<file path="config.mk">
export PLATFORM = sky130hd
export DESIGN_NAME = clk_divider_prog_flat
export DESIGN_NICKNAME = d
export VERILOG_FILES = /design/src/rtl/clk_div_pkg.sv /design/src/rtl/clk_div_if.sv /design/src/rtl/clk_div_counter.sv /design/src/rtl/clk_divider_prog.sv /design/src/flat_wrapper.sv
export SDC_FILE = /design/constraint.sdc
export NUM_CORES = 1
export LEC_CHECK = 0
export CORE_MARGIN = 4
export CORE_UTILIZATION = 50
export CTS_CLUSTER_DIAMETER = 40
export DETAILED_ROUTE_END_ITERATION = 10
export GPL_TIMING_DRIVEN = 0
export PLACE_DENSITY = 0.7
export SYNTH_ARGS = -nofsm -noshare
export SYNTH_HDL_FRONTEND = slang
export SYNTH_HIERARCHICAL = 1
export SYNTH_SLANG_ARGS = --single-unit
</file>
<file path="constraint.sdc">
create_clock -name clk -period 10.05 [get_ports clk]
set_input_delay 2.01 -clock clk [delete_from_list [all_inputs] [get_ports clk]]
set_output_delay 2.01 -clock clk [all_outputs]
set_load 0.05 [all_outputs]
</file>
<file path="src/rtl/clk_div_pkg.sv">
// Shared types and helpers for the programmable clock divider.
// Holds the divider FSM state encoding, the minimum legal ratio and the ratio clamp.
// No ports; imported by the interface, the counter and the top level.
package clk_div_pkg;

    typedef enum logic [1:0] {
        STOPPED  = 2'd0,
        RUNNING  = 2'd1,
        STOPPING = 2'd2
    } state_t;

    // Smallest ratio that still yields one high and one low cycle per period.
    localparam int DIV_MIN = 2;

    // Ratios of 0 and 1 have no meaningful waveform, so they are silently
    // promoted to the minimum instead of being flagged.
    function automatic int clamp_div(input int value);
        return (value < DIV_MIN) ? DIV_MIN : value;
    endfunction

endpackage

</file>
<file path="src/rtl/clk_div_if.sv">
// Control/status bundle between a divider client and clk_divider_prog.
// Ports: en, div_val, div_load (client -> divider); div_ack, clk_out, clk_en, busy (divider -> client).
// No flow control: div_load is a one-cycle strobe, div_ack a one-cycle completion pulse.
interface clk_div_if
    import clk_div_pkg::*;
#(
    parameter int DIV_W = 8
);
    logic             en;
    logic [DIV_W-1:0] div_val;
    logic             div_load;
    logic             div_ack;
    logic             clk_out;
    logic             clk_en;
    logic             busy;

    modport master (
        output en, div_val, div_load,
        input  div_ack, clk_out, clk_en, busy
    );

    modport slave (
        input  en, div_val, div_load,
        output div_ack, clk_out, clk_en, busy
    );
endinterface

</file>
<file path="src/rtl/clk_div_counter.sv">
// Period counter for the divider: counts 0..N-1, flags the boundary cycle and decodes the high phase.
// Ports: clk/reset; start, run, div_cur, div_next in; boundary, high_next out. cnt updates every cycle.
// No backpressure: start forces cnt to 0 in a running period, !run parks cnt at 0.
module clk_div_counter
    import clk_div_pkg::*;
#(
    parameter int DIV_W = 8
) (
    input  logic             clk,
    input  logic             reset,
    input  logic             start,      // next cycle is the first cycle of a period
    input  logic             run,        // next cycle is inside a period
    input  logic [DIV_W-1:0] div_cur,    // ratio of the period in progress
    input  logic [DIV_W-1:0] div_next,   // ratio that will be active next cycle
    output logic             boundary,   // current cycle is cnt == N-1
    output logic             high_next   // clk_out value for next cycle
);
    logic [DIV_W-1:0] cnt_q;
    logic [DIV_W-1:0] cnt_d;
    logic [DIV_W-1:0] high_len;

    always_comb begin
        cnt_d = '0;
        if (run && !start) begin
            cnt_d = cnt_q + 1'b1;
        end
    end

    // ceil(N/2): odd ratios spend the extra cycle in the high phase.
    assign high_len  = (div_next >> 1) + {{(DIV_W-1){1'b0}}, div_next[0]};
    assign high_next = run && (cnt_d < high_len);

    // div_cur is never below 2, so the subtraction cannot wrap; while stopped
    // cnt sits at 0 and the compare stays false on its own.
    assign boundary = (cnt_q == (div_cur - 1'b1));

    always_ff @(posedge clk) begin
        if (!reset) begin
            cnt_q <= '0;
        end else begin
            cnt_q <= cnt_d;
        end
    end

endmodule

</file>
<file path="src/rtl/clk_divider_prog.sv">
// Runtime-programmable integer clock divider producing clk_out and a period-start clk_en pulse.
// Ports: clk, reset (sync, active-low), bus (slave). Start latency 1 cycle; ratio/stop changes land on period boundaries.
// No backpressure: a div_load while a ratio is pending overwrites the shadow; only the last one is acked.
module clk_divider_prog
    import clk_div_pkg::*;
#(
    parameter int DIV_W       = 8,
    parameter int DEFAULT_DIV = 6
) (
    input  logic     clk,
    input  logic     reset,
    clk_div_if.slave bus
);
    localparam logic [DIV_W-1:0] DIV_RESET = DIV_W'(clamp_div(DEFAULT_DIV));

    state_t           state_q, state_d;
    logic [DIV_W-1:0] div_q, div_d;
    logic [DIV_W-1:0] shadow_q, shadow_d;
    logic             pending_q, pending_d;
    logic             ack_q, ack_d;
    logic             clk_out_q;
    logic             clk_en_q;
    logic             start_d;
    logic             run_d;
    logic             boundary;
    logic             high_next;
    logic [DIV_W-1:0] load_val;

    assign load_val = DIV_W'(clamp_div(int'(bus.div_val)));

    clk_div_counter #(.DIV_W(DIV_W)) u_counter (
        .clk       (clk),
        .reset     (reset),
        .start     (start_d),
        .run       (run_d),
        .div_cur   (div_q),
        .div_next  (div_d),
        .boundary  (boundary),
        .high_next (high_next)
    );

    always_comb begin
        state_d   = state_q;
        div_d     = div_q;
        shadow_d  = shadow_q;
        pending_d = pending_q;
        ack_d     = 1'b0;
        start_d   = 1'b0;

        unique case (state_q)
            STOPPED: begin
                if (bus.en) begin
                    state_d = RUNNING;
                    start_d = 1'b1;
                end
            end
            RUNNING, STOPPING: begin
                // A period in progress always runs to its boundary; en is only
                // acted on there, which is what keeps clk_out free of runts.
                if (boundary) begin
                    if (bus.en) begin
                        state_d = RUNNING;
                        start_d = 1'b1;
                    end else begin
                        state_d = STOPPED;
                    end
                end else begin
                    state_d = bus.en ? RUNNING : STOPPING;
                end
            end
            default: state_d = STOPPED;
        endcase

        if (state_q == STOPPED) begin
            // Nothing to protect while stopped: take the ratio right away.
            if (bus.div_load) begin
                div_d     = load_val;
                ack_d     = 1'b1;
                pending_d = 1'b0;
            end else if (pending_q) begin
                div_d     = shadow_q;
                ack_d     = 1'b1;
                pending_d = 1'b0;
            end
        end else begin
            if (boundary && pending_q) begin
                div_d     = shadow_q;
                ack_d     = 1'b1;
                pending_d = 1'b0;
            end
            // A load in the boundary cycle itself is applied after pending_q
            // was consumed above, so it waits for the following boundary.
            if (bus.div_load) begin
                shadow_d  = load_val;
                pending_d = 1'b1;
            end
        end
    end

    assign run_d = (state_d != STOPPED);

    always_ff @(posedge clk) begin
        if (!reset) begin
            state_q   <= STOPPED;
            div_q     <= DIV_RESET;
            shadow_q  <= DIV_RESET;
            pending_q <= 1'b0;
            ack_q     <= 1'b0;
            clk_out_q <= 1'b0;
            clk_en_q  <= 1'b0;
        end else begin
            state_q   <= state_d;
            div_q     <= div_d;
            shadow_q  <= shadow_d;
            pending_q <= pending_d;
            ack_q     <= ack_d;
            clk_out_q <= high_next;
            clk_en_q  <= start_d;
        end
    end

    assign bus.clk_out = clk_out_q;
    assign bus.clk_en  = clk_en_q;
    assign bus.div_ack = ack_q;
    assign bus.busy    = pending_q;

endmodule
</file>
<file path="src/flat_wrapper.sv">
// flat-port wrapper written by rule: the top's interface ports become plain ports
module clk_divider_prog_flat import clk_div_pkg::*;
#(
    parameter int DIV_W       = 8,
    parameter int DEFAULT_DIV = 6
)
  (clk, reset, bus_en, bus_div_val, bus_div_load, bus_div_ack, bus_clk_out, bus_clk_en, bus_busy);
  clk_div_if #(.DIV_W(DIV_W)) bus_i ();
  input  logic clk;
  input  logic reset;
  input wire logic [$bits(bus_i.en)-1:0] bus_en;
  input wire logic [$bits(bus_i.div_val)-1:0] bus_div_val;
  input wire logic [$bits(bus_i.div_load)-1:0] bus_div_load;
  output wire logic [$bits(bus_i.div_ack)-1:0] bus_div_ack;
  output wire logic [$bits(bus_i.clk_out)-1:0] bus_clk_out;
  output wire logic [$bits(bus_i.clk_en)-1:0] bus_clk_en;
  output wire logic [$bits(bus_i.busy)-1:0] bus_busy;
  assign bus_i.en = bus_en;
  assign bus_i.div_val = bus_div_val;
  assign bus_i.div_load = bus_div_load;
  assign bus_div_ack = bus_i.div_ack;
  assign bus_clk_out = bus_i.clk_out;
  assign bus_clk_en = bus_i.clk_en;
  assign bus_busy = bus_i.busy;
  clk_divider_prog #(.DIV_W(DIV_W), .DEFAULT_DIV(DEFAULT_DIV)) u_core (.clk(clk), .reset(reset), .bus(bus_i));
endmodule
</file>
* Word-level counts from Yosys, hierarchy flattened
Index checks and enable logic that the tools add are counted.
Word-level totals: logic and storage cells 48, output and inout bits 4, bits in registers 30, bits of input ports 12
Cells by class: multiplexer cells 20, reductions and logical operators 10, magnitude comparators 2, add/sub/neg operators 3, bitwise logic cells 2, equal/unequal tests 3
Operator list (count):
- two-way mux 8 bit | 6
- two-way mux 1 bit | 9
- adder 7 x 1 -> 8 bit | 1
- adder 8 x 1 -> 8 bit, second input constant | 1
- == test 8 bit | 1
- < comparator 8 x 2 -> 1 bit, second input constant | 1
- < comparator 8 bit | 1
- subtractor 8 x 1 -> 8 bit, second input constant | 1
- two-way mux 2 bit | 3
- one-hot mux 2 bit (2 select lines) | 1
- nonzero test 2 bit | 2
- OR reduction 2 bit | 2
- logical AND 1 bit | 3
- == test 2 x 1 -> 1 bit, second input constant | 1
- == test 2 bit, second input constant | 1
- zero test 2 bit | 1
- NOT 1 bit | 2
- one-hot mux 1 bit (2 select lines) | 1
- AND reduction 2 bit | 1
- zero test 1 bit | 1

* Logic depth before layout (Yosys ltp)
Gate-level depths: netlist of the first run.
depth after elaboration 9, gate-level depth with buffers 21, mapped depth without buffers 20

* By module
The synthesis of the first run kept the hierarchy.
Modules (own cells, without submodules):
- clk_divider_prog | instances 1, cells an instance 139, area an instance 1183.6 sq um, seq. area each 440.4 sq um
- clk_div_counter | instances 1, cells an instance 112, area an instance 880.8 sq um, seq. area each 160.2 sq um

* Least setup slack after synthesis of the first run
OpenSTA, ideal clock, no wires.
path kind input-to-reg, start in bus_div_val[6], end reg u_core.clk_out_q, in the netlist u_core/bus.clk_out, slack 5.601 ns, buffers on the path 0, data required time 9.935 ns, stages on the path 12, setup time 0.115 ns, data arrival time 4.334 ns, path through or4_4 > o21ai_2 > nand2_1 > ha_1 > ha_1 > and3_1 > nand3_1 > xor2_1 > ha_1 > nand4_1 > o311a_1 > and2_1
On the way: cells in the longest elaborated chain, start to end 7
RTL lines:
- start, declared | line flat_wrapper.sv:12 | input wire logic [$bits(bus_i.div_val)-1:0] bus_div_val;
- < comparator 8 x 2 -> 1 bit | line clk_div_pkg.sv:18 | return (value < DIV_MIN) ? DIV_MIN : value;
- two-way mux 8 bit | line clk_div_pkg.sv:18
- two-way mux 8 bit | line clk_divider_prog.sv:76 | if (bus.div_load) begin
- two-way mux 8 bit | line clk_divider_prog.sv:74 | if (state_q == STOPPED) begin
- net u_core.div_d[0] | line clk_divider_prog.sv:17 | logic [DIV_W-1:0] div_q, div_d;
- adder 7 x 1 -> 8 bit | line clk_div_counter.sv:30 | assign high_len = (div_next >> 1) + {{(DIV_W-1){1'b0}}, div_next[0]};
- < comparator 8 bit | line clk_div_counter.sv:31 | assign high_next = run && (cnt_d < high_len);
- logical AND 1 bit | line clk_div_counter.sv:31
- net u_core.high_next | line clk_divider_prog.sv:26 | logic high_next;
- end signal, assigned | line clk_divider_prog.sv:117 | clk_out_q <= high_next;
- end, declared | line clk_divider_prog.sv:21 | logic clk_out_q;
The timed path passes the listed nets, and every way through them passes these cells. A chain may end at the register's enable or synchronous reset.

* Final worst setup path of the first run
Same ends and word-level chain as after synthesis.

==> results.cfg, run 1 <==
[clock_tree]
post_cts_buffers = 0
clkSinkCount = 30
cts-root-buf = clkbuf_8
hold_buffers = 0
cts_tree = built
clk_path_buf_depth = 2
clk_pin_slew_ns = 0.07
htreeDepth = 2
cts_buffers = 5
ctsResizeCount = 0
clock_latency_ns = 0.28

[place]
dp_hpwl_um = 3500
gp_congestion = 0.786
portBuffers = 14

[yosys]
synthTopCellsByCount = dfxtp_1, a21oi_1, nand2_1
syn_inst = 251
synth.avg_cell_area_sq_um = 8.23
ys_types = 48
ys_async_sr_fraction_pct = 0
synth_area_sq_mm = 0.00206
synth_fp_nets = 276
synth_seq_area_share_pct = 29.1
yosysMostFrequentCell = dfxtp_1
ys_ff_latch = 30
synth_area_leader_cell = dfxtp_1
yosys_warnings = 6
synth_flop_cell = dfxtp_1
synth_edf_count = 0
synth.top_cell.area_share_pct = 29.1
synth_area_leaders = dfxtp_1, ha_1, a21oi_1

[cells_and_area]
drive_above_1_share_pct = 11.4
fillers = 375
antennaDiodeCount = 0
utilization_pct = 59.0
syn_to_final_growth_pct = 14.2
nNetsFinal = 297

[drt]
avgRoutedWirePerCell_um = 14.2
ant_nets = 0
dr.pass1.iters = 4
routed_wl_um = 4580
vias_per_cell = 5.66
initialDrtViolationCount = 121
vias = 1829
drc = 0

[floorplan]
core_area_sq_mm = 0.00400
die_width_um = 72.3
fp-row-count = 23
start_util_pct = 51.6
pin_count = 16
fp.dieH_um = 72.3
dieArea_sq_mm = 0.00522

[global_route]
grt_remaining_overflow = 0
grt_start_max_net_pins = 18
grt.total_usage_pct = 20.0
grt_pass1_vias = 1775
antenna_found_initial = 0
grt_pass1_wl_um = 8140

[sta]
fin_crit_ns = 4.90
worst_pin_slew_ns = 0.537
rsz0062_at_grt = no
maxSlewHeadroom_pct = 64.1
finalCritPeriodShare_pct = 48.7
setup_tns_ns = 0
finClkSkew_ns = 0.00733
setup_violations = 0
slew_violations = 0
hold_viol = 0
max_freq_mhz = 204

[worst_hold_path]
hp-class = reg2reg

[power]
p_leak_nw = 0.930
peakVddDrop_v = 0.000122
power_density_mw_per_mm2 = 151

[critical_path]
path_max_fanout = 4
critPathLaunchType = input port
worstPathRequired_ns = 10.27
crit_type = in2reg
cp-end-kind = flop
cp.arrival_ns = 5.12

[run]
maxCapViolCount = 0

[status]
status = completed
==> through the flow <==
| step | hold WS [ns] | area (sq um) | total power (W) | std cells | worst slack (ns) |
|---|---|---|---|---|---|
| 6_report | 0.453 | 2360 | 0.000355 | 323 | 5.15 |
| 3_3_place_gp | 0.447 | 2270 | 0.000255 | 315 | 4.81 |
| 2_1_floorplan | 0.432 | 2060 | 0.000226 | 251 | 5.60 |
| 4_1_cts | 0.454 | 2360 | 0.000359 | 323 | 5.13 |
| 5_1_grt | 0.477 | 2360 | 0.000379 | 323 | 4.90 |
| 3_5_place_dp | 0.445 | 2270 | 0.000257 | 315 | 4.84 |
==> final timing paths <==
check | slack [ns] | end | cells past startpoint | startpoint
worst max-delay path | 5.15 | u_core/bus.clk_out | 15 | bus_div_val[6]
worst min-delay path | 0.45 | u_core/shadow_q[0] | 2 | u_core/shadow_q[0]
worst max register to register | 5.70 | u_core/bus.clk_out | 18 | u_core/div_q[0]
worst min register to register | 0.45 | u_core/shadow_q[0] | 2 | u_core/shadow_q[0]
==> layout make-up <==
| type | instances | area, sq um | area share, % |
|---|---|---|---|
| multi-input cells | 199 | 1360 | 57.8 |
| plain buffers | 13 | 66.3 | 2.81 |
| flip-flops and latches | 30 | 601 | 25.5 |
| well taps | 50 | 62.6 | 2.65 |
| clock inverters | 1 | 5.00 | 0.212 |
| inverters | 9 | 33.8 | 1.43 |
| repair buffers | 14 | 140 | 5.94 |
| clock buffers | 7 | 86.3 | 3.66 |
==> critical path, stage by stage <==
cell	delay, ns
clkdlybuf4s50_1	0.46
or4_4	0.58
o21ai_2	0.17
nand2_1	0.09
ha_1	0.24
ha_1	0.21
and3_1	0.18
nand3_1	0.10
xor2_1	0.15
ha_1	0.25
nand4_1	0.12
nor2_1	0.06
nor3b_1	0.19
o311a_1	0.18
and2_1	0.11
==> logic make-up after synthesis <==
logic type / share of synthesized area [%]
buffers and inverters: 4.85
AND/OR/NAND/NOR: 25.3
XOR/XNOR: 6.36
flip-flops: 29.1
AO/OA/AOI/OAI: 19.9
multiplexers: 6.67
adder cells (fa/ha/maj): 7.88
==> flip-flops by register name (all words and copies together) (netlist names) <==
| register | count |
|---|---|
| u_core/shadow_q | 8 |
| u_core/bus.div_ack | 1 |
| u_core/bus.busy | 1 |
| u_core/state_q | 2 |
| u_core/bus.clk_en | 1 |
| u_core/bus.clk_out | 1 |
| u_core/div_q | 8 |
| u_core/u_counter/cnt_q | 8 |
==> layer usage <==
layer	routed length, um	up-vias	global-route usage [%]
li1	-	943	-
met1	2170	859	24.4
met2	2180	22	34.2
met3	148	5	4.16
met4	75	0	7.72
met5	0	-	0
==> report_power, final <==
group	switching [W]	leakage, nW	internal [W]
logic	0.0000640	0.636	0.0000499
registers	0.0000122	0.246	0.000129
clock network	0.0000445	0.0482	0.0000551
==> cells in the final DEF, fill, tap and decap left out, drive strengths merged <==
cell type      netlist  final
xor2                 6      6
and3                 8      8
buf                  9      9
nor2                12     12
clkbuf               4     11
nor2b                3      3
o211ai               2      2
o22ai                1      1
nand4                2      2
nor3                 2      2
nand4b               2      2
a211oi              16     16
o221ai               1      1
nor4                 2      2
dfxtp               30     30
ha                  13     13
nor3b                4      4
o211a                1      1
o21ai               12     12
o221a                1      1
a21boi               3      3
o31a                 1      1
or2                  1      1
and4b                1      1
nand3               10     10
mux2i                7      7
xnor2                9      9
inv                  9      9
clkinv               0      1
nand2b               5      5
clkdlybuf4s50        0     14
mux2                 6      6
or3b                 1      1
o21bai               1      1
nand2               23     23
o311a                1      1
or4                  2      2
or3                  4      4
and2                12     12
a21oi               24     24
No activity file was read; power rests on OpenSTA's default activity.
==> run 2, diff against run 1 <==
--- a/config.mk
+++ b/config.mk
@@ -10,7 +10,7 @@
 export CTS_CLUSTER_DIAMETER = 40
 export DETAILED_ROUTE_END_ITERATION = 10
 export GPL_TIMING_DRIVEN = 0
-export PLACE_DENSITY = 0.7
+export PLACE_DENSITY = 0.73
 export SYNTH_ARGS = -nofsm -noshare
 export SYNTH_HDL_FRONTEND = slang
 export SYNTH_HIERARCHICAL = 1
==> constraint.sdc (replaced) <==
create_clock -name clk -period 4.3 [get_ports clk]
set_input_delay 0.86 -clock clk [delete_from_list [all_inputs] [get_ports clk]]
set_output_delay 0.86 -clock clk [all_outputs]
set_load 0.05 [all_outputs]
==> run 2 against run 1 <==
Effect of this change:
- critical path depth up 2
- clock-buffer cell count down 2
- final cell count up 0.62%
- hold slack better by 0.0080 ns
- critical endpoint unchanged
- die area unchanged
- sequential power up 130%
- worst setup slack worse by 4.9 ns
- largest cell class unchanged
- first-iteration DRC count down 7.4%
==> results.cfg, run 2 (synthesis gave the netlist of run 1 again) <==
[drt]
dr.pass1.iters = 4
avgRoutedWirePerCell_um = 15.0
vias = 1869
routed_wl_um = 4870
vias_per_cell = 5.75
ant_nets = 0
initialDrtViolationCount = 112
drc = 0

[critical_path]
cp-startpoint = u_core/div_q[1]
worstPathRequired_ns = 4.53
cp.arrival_ns = 4.30
r2r-end = u_core/bus.clk_out
crit_type = reg2reg
max_stage_delay_ns = 0.57
r2r_cells = 17
path_max_fanout = 5
crit_slowest_cell = or4_4
critPathLaunchType = flop
cp_common_cell = a21oi_1
path_cells = or4_4, nor4_2, a211oi_2, a211oi_4, clkdlybuf4s15_2, and3_1, a211oi_1, a21oi_1, nand3_1, nor2_1, xnor2_1, ha_1, a21oi_1, nor2b_1, o21ai_0, o311a_1, and2_1
r2r_slack_ns = 0.23
cp-end-kind = flop
r2r_start = u_core/div_q[1]

[sta]
finClkSkew_ns = 0.00888
fin_crit_ns = 4.07
worst_hold_slack_ns = 0.461
setup_violations = 0
worst_pin_slew_ns = 0.558
hold_viol = 0
maxSlewHeadroom_pct = 62.7
finalCritPeriodShare_pct = 94.6
max_freq_mhz = 246
fin_ws_ns = 0.231
slew_violations = 0

[power]
power_density_mw_per_mm2 = 368
p_leak_nw = 0.954
peakVddDrop_v = 0.000208
totalPowerFinal_w = 0.000899

[global_route]
grt.total_usage_pct = 19.0
grt_start_max_net_pins = 18
antenna_found_initial = 0
grt_remaining_overflow = 0
grt_pass1_vias = 1693
grt_pass1_wl_um = 7730

[clock_tree]
clk_pin_slew_ns = 0.07
htreeDepth = 2
cts_buffers = 5
cts_tree = built
hold_buffers = 0
clock_latency_ns = 0.29
clk_path_buf_depth = 2
clkSinkCount = 30
cts-root-buf = clkbuf_8

[cells_and_area]
utilization_pct = 61.1
layout_commonest_cell = dfxtp_1
antennaDiodeCount = 0
drive_above_1_share_pct = 15.6
syn_to_final_growth_pct = 18.4
final_cell_mix = dfxtp_1, a21oi_1, nand2_1
reg_top3 = u_core/div_q (8), u_core/shadow_q (8), u_core/u_counter/cnt_q (8)
final_cell_count_no_fill = 325
fillers = 373
nNetsFinal = 299

[floorplan]
start_util_pct = 51.6
fp.dieH_um = 72.3
core_area_sq_mm = 0.00400
pin_count = 16
dieArea_sq_mm = 0.00522
die_width_um = 72.3
fp-row-count = 23

[place]
dp_hpwl_um = 3600
dp_cells = 315
post-place-ws_ns = 0.0292
gp_congestion = 0.763
portBuffers = 14

[worst_hold_path]
hold_path_depth = 2
min_to = u_core/shadow_q[0]
hp-class = reg2reg
worstHoldStart = u_core/shadow_q[0]

[status]
status = completed

[run]
maxCapViolCount = 0
[run 2: timing repair]
item	CTS	global route
gates cloned	0	1
gates resized for setup	1	12
endpoints found under the setup margin	1	1
setup buffers	0	1
pin swaps	0	2
[run 2: worst max path at each step]
stage | to | slack (ns) | cells past startpoint
6_report | u_core/bus.clk_out | 0.23 | 17
5_1_grt | u_core/bus.clk_out | -0.003 | 19
4_1_cts | u_core/bus.clk_out | 0.12 | 18
3_5_place_dp | u_core/bus.clk_out | 0.03 | 18
3_3_place_gp | u_core/bus.clk_out | 0.02 | 18
2_1_floorplan | u_core/bus.clk_out | 0.55 | 17
[run 2: critical path, delay by kind of cell, from the launching register on]
family	cells	cell delay [ns]
xor gates and xnor gates	1	0.15
DFF	1	0.36
AOI/OAI and AO/OA	7	1.37
and+or+nand+nor	7	1.57
adders and majority gates	1	0.26
buffers and inverters	1	0.30
[run 2: through the flow]
step / TNS (ns) / cell area (sq um)
after floorplan: 0 / 2060
after global placement: 0 / 2270
after detailed placement: 0 / 2270
after CTS: 0 / 2380
after global routing: -0.00266 / 2440
final: 0 / 2440
[run 2: layer usage]
layer  GRT usage (%)  share of wire, %
met1            22.0                45
met2            33.2                49
met3            4.29               3.3
met4            8.35               2.3
met5               0                 0
[run 2: area by class of cell]
type | instances | area [sq um] | share of cell area, %
inverter | 9 | 33.8 | 1.38
clock buffer | 5 | 68.8 | 2.81
sequential | 30 | 602 | 24.6
clock inverter | 3 | 40.0 | 1.64
tap | 50 | 62.6 | 2.56
multi-input combinational | 199 | 1410 | 57.5
timing repair buffer | 16 | 159 | 6.50
buffer | 13 | 72.6 | 2.97
[run 2: where the power goes]
group / total (W) / switching (W) / leakage, nW / internal (W)
combinational: 0.000281 / 0.000159 / 0.650 / 0.000122
clock: 0.000286 / 0.000115 / 0.0579 / 0.000170
sequential: 0.000332 / 0.0000296 / 0.246 / 0.000302
